[src/rtl/lfsr_param.sv]
// -----------------------------------------------------------------------------
// lfsr_param
//   Parametrised LFSR pseudo-random generator.
//   - Fibonacci (shift left) or Galois (shift right) form, chosen by MODE.
//   - Step enable and parallel seed load.
//   - Recovery from the all-zero lock-up state.
//   - Period monitor: the number of steps between two visits of the start
//     value.
//   Typical use is as a stimulus or scrambler source. Downstream logic
//   consumes q in parallel or sout serially.
//
// Parameters
//   WIDTH  register width in bits (>= 2)
//   TAPS   feedback mask; TAPS[WIDTH-1] must be 1
//   MODE   0 = Fibonacci, 1 = Galois
//   SEED   reset / recovery value, must be non-zero
//
// Ports
//   clk       in   1      rising-edge clock
//   reset     in   1      synchronous, active-high reset
//   en        in   1      advance one step this cycle
//   load      in   1      load load_val this cycle (wins over en)
//   load_val  in   WIDTH  parallel seed value
//   q         out  WIDTH  current LFSR state
//   sout      out  1      serial output: q[WIDTH-1] (MODE 0) / q[0] (MODE 1)
//   wrap      out  1      1-cycle pulse: the step just taken returned to start
//   period    out  WIDTH  step count of the last completed cycle (0 = none yet)
//   lockup    out  1      1-cycle pulse: zero state or zero load replaced by SEED
//
// Control priority, evaluated at each rising clk edge:
//   reset > load > en > hold.
// All outputs come straight from registers. They reflect the operation that
// was sampled on the previous edge.
// -----------------------------------------------------------------------------
module lfsr_param #(
   parameter int               WIDTH = 3,
   parameter logic [WIDTH-1:0] TAPS  = WIDTH'(3'b110),
   parameter int               MODE  = 0,
   parameter logic [WIDTH-1:0] SEED  = WIDTH'(3'b001)
) (
   input  logic             clk,
   input  logic             reset,
   input  logic             en,
   input  logic             load,
   input  logic [WIDTH-1:0] load_val,
   output logic [WIDTH-1:0] q,
   output logic             sout,
   output logic             wrap,
   output logic [WIDTH-1:0] period,
   output logic             lockup
);

   // State registers
   logic [WIDTH-1:0] q_r;       // current LFSR state
   logic [WIDTH-1:0] start_r;   // value the period monitor waits to see again
   logic [WIDTH-1:0] cnt_r;     // steps taken since start_r was last left
   logic [WIDTH-1:0] period_r;  // length of the last completed cycle
   logic             wrap_r;
   logic             lockup_r;

   // Combinational step and monitor values
   logic [WIDTH-1:0] q_step;    // state after one step from q_r
   logic [WIDTH-1:0] cnt_inc;   // cnt_r + 1, saturating at all-ones
   logic             q_zero;
   logic             load_zero;
   logic             hit_start;

   // ---------------------------------------------------------------------------
   // One LFSR step. The generate branch follows the MODE parameter, so only
   // one form of feedback is built.
   // ---------------------------------------------------------------------------
   generate
      if (MODE == 0) begin : g_fib
         logic fb;

         always_comb begin
            fb     = ^(q_r & TAPS);
            q_step = {q_r[WIDTH-2:0], fb};
         end

         assign sout = q_r[WIDTH-1];
      end else begin : g_gal
         // The bit shifted out of the LSB toggles every tapped position.
         always_comb begin
            q_step = (q_r >> 1) ^ (q_r[0] ? TAPS : '0);
         end

         assign sout = q_r[0];
      end
   endgenerate

   // Saturate the counter so a broken tap mask cannot make the period
   // report wrap around to a small, plausible-looking value.
   always_comb begin
      cnt_inc   = (cnt_r == '1) ? cnt_r : cnt_r + WIDTH'(1);
      q_zero    = (q_r == '0);
      load_zero = (load_val == '0);
      hit_start = (q_step == start_r);
   end

   // ---------------------------------------------------------------------------
   // Sequential update. The event pulses default low on every cycle, so each
   // one is high for exactly one clock after its cause.
   // ---------------------------------------------------------------------------
   always_ff @(posedge clk) begin
      if (reset) begin
         q_r      <= SEED;
         start_r  <= SEED;
         cnt_r    <= '0;
         period_r <= '0;
         wrap_r   <= 1'b0;
         lockup_r <= 1'b0;
      end else begin
         wrap_r   <= 1'b0;
         lockup_r <= 1'b0;

         if (load) begin
            // A zero seed would freeze the register, so SEED replaces it.
            // period is not touched: it still describes the last full cycle.
            if (load_zero) begin
               q_r      <= SEED;
               start_r  <= SEED;
               lockup_r <= 1'b1;
            end else begin
               q_r      <= load_val;
               start_r  <= load_val;
            end
            cnt_r <= '0;
         end else if (en) begin
            if (q_zero) begin
               // Zero is a fixed point of an XOR-only LFSR. It can only be
               // reached by something outside the design (a force or an upset).
               // Restart from SEED and do not report a wrap.
               q_r      <= SEED;
               start_r  <= SEED;
               cnt_r    <= '0;
               lockup_r <= 1'b1;
            end else begin
               q_r <= q_step;
               if (hit_start) begin
                  wrap_r   <= 1'b1;
                  period_r <= cnt_inc;
                  cnt_r    <= '0;
               end else begin
                  cnt_r    <= cnt_inc;
               end
            end
         end
      end
   end

   assign q      = q_r;
   assign wrap   = wrap_r;
   assign period = period_r;
   assign lockup = lockup_r;

endmodule

[config.mk]
export PLATFORM = sky130hd
export DESIGN_NAME = lfsr_param
export DESIGN_NICKNAME = d
export VERILOG_FILES = /design/src/rtl/lfsr_param.sv
export SDC_FILE = /design/constraint.sdc
export NUM_CORES = 1
export LEC_CHECK = 0
export ABC_AREA = 1
export CAP_MARGIN = 20
export CORE_UTILIZATION = 48
export CTS_CLUSTER_SIZE = 24
export DETAILED_ROUTE_END_ITERATION = 12
export GPL_ROUTABILITY_DRIVEN = 1
export PLACE_DENSITY_LB_ADDON = 0.3
export SLEW_MARGIN = 20
export SYNTH_ARGS = -nofsm -noshare
export SYNTH_HDL_FRONTEND = slang
export SYNTH_SLANG_ARGS = --single-unit
export TNS_END_PERCENT = 10
[constraint.sdc]
create_clock -name clk -period 1.2 [get_ports clk]
set_input_delay 0.24 -clock clk [delete_from_list [all_inputs] [get_ports clk]]
set_output_delay 0.24 -clock clk [all_outputs]
set_load 0.05 [all_outputs]
Word-level counts from Yosys, hierarchy flattened
Cells that the tools add are included.
{"block": "op_classes", "addsub": 1, "eq_ne": 2, "muxes": 15, "bitwise_logic": 3, "reduce_logical": 9}
{"operator": "2-to-1 mux 3 bit", "count": 10}
{"operator": "zero test 3 bit", "count": 2}
{"operator": "2-to-1 mux 1 bit", "count": 5}
{"operator": "AND reduction 4 bit", "count": 1}
{"operator": "nonzero test 2 bit", "count": 2}
{"operator": "OR reduction 4 bit", "count": 1}
{"operator": "adder 3 x 1 -> 3 bit (second input constant)", "count": 1}
{"operator": "equality test 3 bit", "count": 1}
{"operator": "equality test 3 bit (second input constant)", "count": 1}
{"operator": "NOT 1 bit", "count": 3}
{"operator": "XOR reduction 3 bit", "count": 1}
{"operator": "AND reduction 2 bit", "count": 1}
{"operator": "OR reduction 2 bit", "count": 1}
{"block": "word_totals", "register_bits": 14, "inputBits": 7, "out_inout_bits": 9, "word_cells": 36}

Depth between registers and ports, before layout
Gate-level depths: netlist of run 1.
{"block": "logic_depth", "word_depth": 4, "depth_mapped": 8, "ltp_nobuf": 8}

Least setup slack after synthesis of run 1
OpenSTA, ideal clock, no wires.
{"block": "synth_path", "path_type": "register to register", "start": "register q_r[2] (netlist: q[2])", "end": "register period_r[0] (netlist: period[0])", "setup_time_ns": 0.064, "arrival_time_ns": 1.365, "t_required_ns": 1.136, "setup_slack_ns": -0.228, "stages_incl_launch_ff": 9, "path_buffers": 0, "period_less_slack_ns": 1.428, "cell_sequence": "dfxtp_1 > inv_1 > nand2_1 > nand3_1 > nand2_2 > nand3_2 > nand2_1 > inv_1 > nor2_1"}
{"block": "synth_between", "elab_chain_len": 3, "word_cells_on_any_way": 5, "classes_between": "eq/ne (1); bitwise (1); reduce/logical (3)"}
{"element": "start: declaration", "line": "54", "rtl": "logic [WIDTH-1:0] q_r;"}
{"element": "start signal: assignment", "line": "125", "rtl": "q_r <= load_val;"}
{"element": "start signal: assignment", "line": "139", "rtl": "q_r <= q_step;"}
{"element": "XOR reduction 3 bit / zero test 3 bit (equally long branches)", "line": "77, 96"}
{"element": "equality test 3 bit / NOT 1 bit (equally long branches)"}
{"element": "AND reduction 4 bit (no line) *"}
{"element": "end signal: assignment", "line": "142", "rtl": "period_r <= cnt_inc;"}
{"element": "end: declaration", "line": "57", "rtl": "logic [WIDTH-1:0] period_r;"}
Mark *: on every way between the ends. The rest lies on a longest branch, timed or not.
A chain may end at the register's enable or synchronous reset.

Final worst setup path of run 1
{"block": "layout_path", "start": "register cnt_r[0]", "end": "register cnt_r[0]"}
{"block": "layout_between", "elab_chain_len": 4, "word_cells_on_any_way": 5, "classes_between": "add/sub (1); eq/ne (1); mux (3)"}
{"element": "start: declaration", "line": "56", "rtl": "logic [WIDTH-1:0] cnt_r;"}
{"element": "start signal: assignment", "line": "145", "rtl": "cnt_r <= cnt_inc;"}
{"element": "adder 3 x 1 -> 3 bit / equality test 3 bit (equally long branches)", "line": "95", "rtl": "cnt_inc = (cnt_r == '1) ? cnt_r : cnt_r + WIDTH'(1);"}
{"element": "2-to-1 mux 3 bit *", "line": "95"}
{"element": "2-to-1 mux 3 bit *", "line": "140", "rtl": "if (hit_start) begin"}
{"element": "2-to-1 mux 3 bit *", "line": "130", "rtl": "if (q_zero) begin"}
Marks and branches as above.

==> results by group, run 1 <==
Outcome
  – Status: finished clean

GRT
  – Global-route wire length before repair: 2801 um
  – Antenna violations before repair: 0
  – Gr ovfl total: 0
  – GRT Overall Usage: 0.2124
  – Vias in the first global route: about 670
  – Pin count of the biggest net entering global routing: 9

Setup path
  – Largest delay share family, worst path: flip-flops
  – Worst Path Buf+Inv: 0
  – Worst endpoint required time: approximately 1.4 ns
  – Startpoint Class: flip-flop
  – Worst path max stage delay: 0.36 ns
  – Crit path arrival time: ~1.4 ns
  – Slowest cell on crit path: dfxtp_1
  – CP Cell Sequence: ha_2 -> nand2_2 -> xnor2_2 -> nor2_1 -> nand2_1 -> a21oi_1
  – Worst-path fanout max: 3
  – Crit end category: flip-flop
  – Crit Path Class: reg -> reg

Logic synthesis
  – Synth cell types: 20
  – Seq/Total Area, Yosys: 0.3690
  – Largest area contributor in the synthesized netlist: dfxtp_1
  – Top_reg_cell synth: dfxtp_1
  – Largest family of logic cells by synthesized area: simple AND/OR/NAND/NOR gates
  – Gate count of the mapped netlist: 114
  – Syn_area_per_cell: 6.662 sq um
  – Ranking of synthesized cells by area: dfxtp_1 (37%), nand2_1 (17%), inv_1 (9.4%), nor2_1 (6.9%), a21oi_1 (4.0%)
  – Post-synthesis register bit count: 14
  – Async SR Flop Fraction: 0
  – Most frequent cell after synthesis: nand2_1
  – Synth top area share: 0.3690
  – Synth Area in Compound Gates: 0.08731
  – Ys Warns: 0
  – Mux cell area share after synthesis: 0
  – Mapped Area: between 700 and 800 sq um
  – Most frequent cells after synthesis: nand2_1 (35), inv_1 (19), dfxtp_1 (14), nor2_1 (14), a21oi_1 (6)
  – Post-Synth XOR/XNOR Area: 0.01153
  – Synth Area in Adders: 0.01647
  – Mapped Nets: 122
  – EDFF count, synth: 0
  – Synth Area in Simple Gates: 0.4020

Power
  – Leakage power total: 0.5469 nW
  – Seq pwr share: 0.425
  – Combinational group share of total power: 0.289
  – Peak VDD IR: 0.7807 mV
  – P_int: just over 0.8 mW
  – Total power: 1.204 mW
  – P per Cell Area: 1042 nW/um^2
  – Sw Share: 0.3207
  – Clock Power Share: 0.286
  – Sw power: 0.3861 mW

Timing
  – Worst-margin pin slew: 0.1985 ns
  – Setup tns final: 0 ns
  – Worst Skew: 0.002539 ns
  – Fin. Hold Viols: 0
  – Final setup viols: 0
  – FMAX: 848.6 MHz
  – RSZ-0062 raised after global routing: true
  – Final Slew Violations: 0
  – Final worst slack: roughly 0.022 ns
  – Tmin final: about 1.2 ns
  – Period utilization: 0.9821
  – Rel. slew slack: 0.8675

Drt
  – Detailed-route wire length: 1815 um
  – Router iterations before antenna repair: 4
  – Wire per inst: 11.79 um
  – Initial DRC count: 18
  – DRC: 0
  – DR vias/cell: 5.130
  – Post-route ant nets: 0
  – Vias: 790

CTS
  – Post-cts hold buffer count: 0
  – Sink Count: 14
  – Clock Tree Buf Depth: 2
  – CTS HTree Levels: 1
  – CTS tree: yes
  – Clock root buffer: clkbuf_4
  – TritonCTS buffer count: 3
  – Clock slew at reported path FFs: 0.09 ns
  – Later-pin clock latency in the skew report: 0.29 ns

Placed design
  – PortBufs: 15
  – Routability congestion estimate: around 0.94
  – Hpwl dp: around 1300 um
  – Place WS: -0.1770 ns

Floorplanning
  – Die Y: about 42 um
  – DIE WIDTH: 41.78 um
  – IO Pins: 16
  – Row count: 13
  – Starting Density: 0.5493
  – Core Region: 1383 sq um
  – Die Area: 1745 sq um

Layout
  – Layout cells sized above 1: 0.3022
  – Nets@finish: 148
  – Fillers: 75
  – Area grow syn2layout: 52.22%
  – Diode count: 0

Worst hold path
  – Worst hold path type: reg -> reg

Flow run
  – Max_cap viols: 0
## power groups by stage
stage | clock (mW) | sequential, mW | combinational (mW)
3_5_place_dp | 0 | 0.523 | 0.313
4_1_cts | 0.344 | 0.512 | 0.316
2_1_floorplan | 0 | 0.556 | 0.152
6_report | 0.345 | 0.511 | 0.348
3_3_place_gp | 0 | 0.521 | 0.307
5_1_grt | 0.372 | 0.514 | 0.376
## layout make-up
class / count / area [sq um] / area share
inverters: 21 / 78.83 / 0.06818
flip-flops and latches: 14 / 292.8 / 0.2532
repair buffers: 22 / 292.8 / 0.2532
well taps: 15 / 18.77 / 0.01623
multi-input cells: 78 / 436.7 / 0.3777
clock buffers: 4 / 36.28 / 0.03139
## routing by layer
metal	wire length, um	GRT usage
met1	816	0.2713
met2	881	0.3250
met3	79	0.05217
met4	38	0.1161
met5	0	0
## cell usage in the layout, fill, tap and decap left out, drive strengths merged
| cell type | count |
|---|---|
| dfxtp | 14 |
| nand2 | 40 |
| inv | 21 |
| clkbuf | 4 |
| ha | 1 |
| nor2 | 16 |
| o22ai | 1 |
| a21oi | 6 |
| nand4 | 3 |
| nand3 | 6 |
| xnor2 | 1 |
| o21ai | 1 |
| clkdlybuf4s50 | 6 |
| o221ai | 2 |
| o211ai | 1 |
| buf | 16 |
## stage by stage
step | utilization | std cells | cell area, sq um | hold WS [ns]
2_1_floorplan | - | 114 | 770.7 | 0.3091
3_3_place_gp | 0.7665 | 148 | 1060 | 0.4631
3_5_place_dp | 0.7665 | 148 | 1060 | 0.4695
4_1_cts | 0.7928 | 152 | 1096 | 0.4831
5_1_grt | 0.8362 | 154 | 1156 | 0.5128
6_report | 0.8362 | 154 | 1156 | 0.4853
## state kept, by name, summed over array words and instances (netlist names)
signal	flops
cnt_r	3
period	3
q	3
start_r	3
lockup	1
wrap	1
## cells by family after synthesis
family                   count (synthesis)
buffers and inverters                   22
flip-flops                              14
AO/OA/AOI/OAI                           11
adder cells (fa/ha/maj)                  1
XOR/XNOR                                 1
AND/OR/NAND/NOR                         65
## tightest hold or removal path, cell delays in order (launching register included)
cell and delay (ns):
dfxtp_1 0.33, nand2_1 0.06, a21oi_1 0.05
## path summary, 6_finish.rpt
| path | startpoint | end | depth (start not counted) | slack, ns |
|---|---|---|---|---|
| min | start_r[1]$_SDFFE_PP0P_ | start_r[1]$_SDFFE_PP0P_ | 2 | 0.49 |
| max | cnt_r[0]$_SDFFE_PP0P_ | cnt_r[0]$_SDFFE_PP0P_ | 6 | 0.02 |
| max reg2reg | cnt_r[0]$_SDFFE_PP0P_ | cnt_r[0]$_SDFFE_PP0P_ | 6 | 0.02 |
| min reg2reg | start_r[1]$_SDFFE_PP0P_ | start_r[1]$_SDFFE_PP0P_ | 2 | 0.49 |
## what timing repair did
action,CTS,global route
buffers inserted,0,2
resized for setup,0,12
setup endpoints to repair,0,6
Power figures use the tool's default switching activity.
==> run 2: changes to the inputs <==
Settings changed: GPL_TIMING_DRIVEN from default to 0.
==> run 2 against run 1 <==
Final area decreased by 17%. First-iteration DRC count increased by 17%. Critical path depth decreased by 4. Via count decreased by 4.8%. Combinational power decreased by 21%. Total power decreased by 11%. Flip-flop and latch count unchanged. Wire length decreased by 19%. Fmax increased by 0.98%. Utilization decreased by 14 points. Critical path type is now reg -> out. Critical endpoint is now q[2]. Largest power group unchanged. Highest routed layer unchanged.
==> results by group, run 2 (synthesis results as in run 1) <==
Layout
  – Diode count: 0 (unchanged)
  – Layout cells sized above 1: 0.2632 (-0.03900)
  – Area grow syn2layout: 26.69%
  – Leading cell type in the layout, fill and taps excluded: nand2_1
  – Nets@finish: 142 (-4.1%)
  – Util after Layout: 0.6959 (-0.1403)
  – Most frequent cells in the layout: nand2_1 (32), inv_1 (17), nor2_1 (14), dfxtp_1 (10), nand2_2 (7)

GRT
  – Pin count of the biggest net entering global routing: 9 (unchanged)
  – GR Util met2: 0.2531 (-0.07188)
  – Global-route wire length before repair: 2449 um (-13%)
  – Antenna violations before repair: 0 (unchanged)
  – M3 GR Usage: 0.05217 (unchanged)
  – Layer with the highest usage: met2
  – GRT Overall Usage: 0.1854 (-0.02700)
  – GRT met1 Usage: 0.2527 (-0.01862)
  – Vias in the first global route: 569 (-15%)
  – Gr ovfl total: 0 (unchanged)

Timing
  – Final setup viols: 0 (unchanged)
  – Tmin final: 1.167 ns (-0.01148 ns)
  – RSZ-0062 raised after global routing: true
  – Setup tns final: 0 ns (unchanged)
  – Final Slew Violations: 0 (unchanged)
  – Rel. slew slack: 0.8335 (-0.03398)
  – Fin. Hold Viols: 0 (unchanged)
  – Period utilization: 0.9725 (-0.009564)
  – Final worst slack: 0.03301 ns (+0.01148 ns)
  – Worst Skew: 0.006710 ns (+0.004170 ns)
  – Hold Slack: 0.4879 ns (+0.002632 ns)
  – Worst-margin pin slew: 0.2489 ns (+0.05042 ns)
  – FMAX: 856.9 MHz (+0.98%)

CTS
  – Clock Tree Buf Depth: 2 (unchanged)
  – Clock root buffer: clkbuf_4
  – Later-pin clock latency in the skew report: 0.29 ns (about the same)
  – CTS HTree Levels: 1 (unchanged)
  – TritonCTS buffer count: 3 (unchanged)
  – Post-cts hold buffer count: 0 (unchanged)
  – Sink Count: 14 (unchanged)
  – Post-CTS Setup Bufs: 0 (unchanged)
  – Clock slew at reported path FFs: 0.09 ns (about the same)
  – CTS tree: yes

Floorplanning
  – DIE WIDTH: 41.78 um (unchanged)
  – Die Area: 1745 sq um (unchanged)
  – Starting Density: 0.5493 (unchanged)
  – Row count: 13 (unchanged)
  – IO Pins: 16 (unchanged)
  – Die Y: 41.78 um (unchanged)
  – Core Region: 1383 sq um (unchanged)

Drt
  – Vias: 752 (-4.8%)
  – Post-route ant nets: 0 (unchanged)
  – DR vias/cell: 5.081 (-0.95%)
  – Detailed-route wire length: 1478 um (-19%)
  – Initial DRC count: 21 (+3)
  – DRC: 0 (unchanged)
  – Router iterations before antenna repair: 4 (unchanged)
  – Wire per inst: 9.986 um (-15%)

Outcome
  – Status: finished clean

Setup path
  – Crit end category: output pin
  – Crit path arrival time: 0.93 ns (-0.47 ns)
  – Worst endpoint required time: 0.96 ns (-0.46 ns)
  – CP Cell Sequence: buf_4 -> buf_6
  – Worst Path Buf+Inv: 2 (+2)
  – R2r setup slk: 0.05 ns (+0.03 ns)
  – Crit Path Class: reg -> out
  – Worst path max stage delay: 0.37 ns (about the same)
  – Worst-path fanout max: 6 (+3)
  – Largest delay share family, worst path: flip-flops
  – Startpoint Class: flip-flop
  – Slowest cell on crit path: dfxtp_4

Flow run
  – Max_cap viols: 0 (unchanged)

Placed design
  – Place WS: -0.2741 ns (-0.09710 ns)
  – Routability congestion estimate: 0.8838 (-5.6%)
  – PortBufs: 15 (unchanged)
  – Hpwl dp: 1090 um (-15%)

Power
  – Leakage power total: 0.4733 nW (-13%)
  – P per Cell Area: 1109 nW/um^2 (+6.5%)
  – Peak VDD IR: 0.6924 mV (-11%)

Worst hold path
  – Worst hold path type: reg -> reg
## run 2: changes by cell type in the layout (fill, tap and decap cells not counted), moves of 2 or more
cell      previous run  this run
inv_2                2         4
buf_12               9         0
buf_4                7         1
clkbuf_4             3         5
nand3_1              3         5
inv_1               19        17
nand3_2              2         0
buf_2                0         6
## run 2: final timing paths
| check | startpoint | end | cells past startpoint |
|---|---|---|---|
| worst min-delay path | start_r[0]$_SDFFE_PP1P_ | start_r[0]$_SDFFE_PP1P_ | 2 |
| worst max register to register | cnt_r[0]$_SDFFE_PP0P_ | period[1]$_SDFFE_PP0P_ | 7 |
| worst min register to register | start_r[0]$_SDFFE_PP1P_ | start_r[0]$_SDFFE_PP1P_ | 2 |
| worst max-delay path | q[2]$_SDFFE_PP0P_ | q[2] | 2 |
## run 2: layer usage
| metal | vias to the layer above | wire, um | share of wire |
|---|---|---|---|
| met1 | 330 | 745 | 0.50 |
| met2 | 25 | 624 | 0.42 |
| met3 | 5 | 69 | 0.047 |
| met5 | - | 0 | 0 |
| met4 | 0 | 39 | 0.026 |
| li1 | 392 | - | - |
## run 2: worst register-to-register path, delay by kind of cell (launching register included)
| family | cells | cell delay [ns] |
|---|---|---|
| and+or+nand+nor | 4 | 0.25 |
| DFF | 1 | 0.37 |
| AOI/OAI and AO/OA | 1 | 0.10 |
| adders and majority gates | 1 | 0.27 |
| buffers and inverters | 1 | 0.05 |
## run 2: layout make-up
cell class | count | area (sq um)
multi-input cells | 78 | 421.7
clock buffers | 4 | 26.28
flip-flops and latches | 14 | 292.8
inverters | 21 | 78.83
fillers | 111 | 420.4
well taps | 15 | 18.77
repair buffers | 15 | 116.4
plain buffers | 1 | 7.507
## run 2: repair_timing
item,4_1_cts,5_1_grt
pin swaps,0,2
resized for setup,44,16
gates cloned,0,0
setup endpoints to repair,9,15
## run 2: stage by stage
step / total power, mW / std cells / area, sq um
floorplan: 0.7076 / 114 / 770.7
finish: 1.067 / 148 / 962.2
CTS: 1.049 / 148 / 929.6
global placement: 0.7810 / 144 / 939.7
detailed placement: 0.7854 / 144 / 939.7
global route: 1.131 / 148 / 962.2
## run 2: power breakdown
group          leakage [nW]  internal [mW]  switching (mW)
clock network        0.0150          0.129           0.157
logic                 0.342         0.0931           0.182
registers             0.116          0.485          0.0198
total                 0.473          0.708           0.359
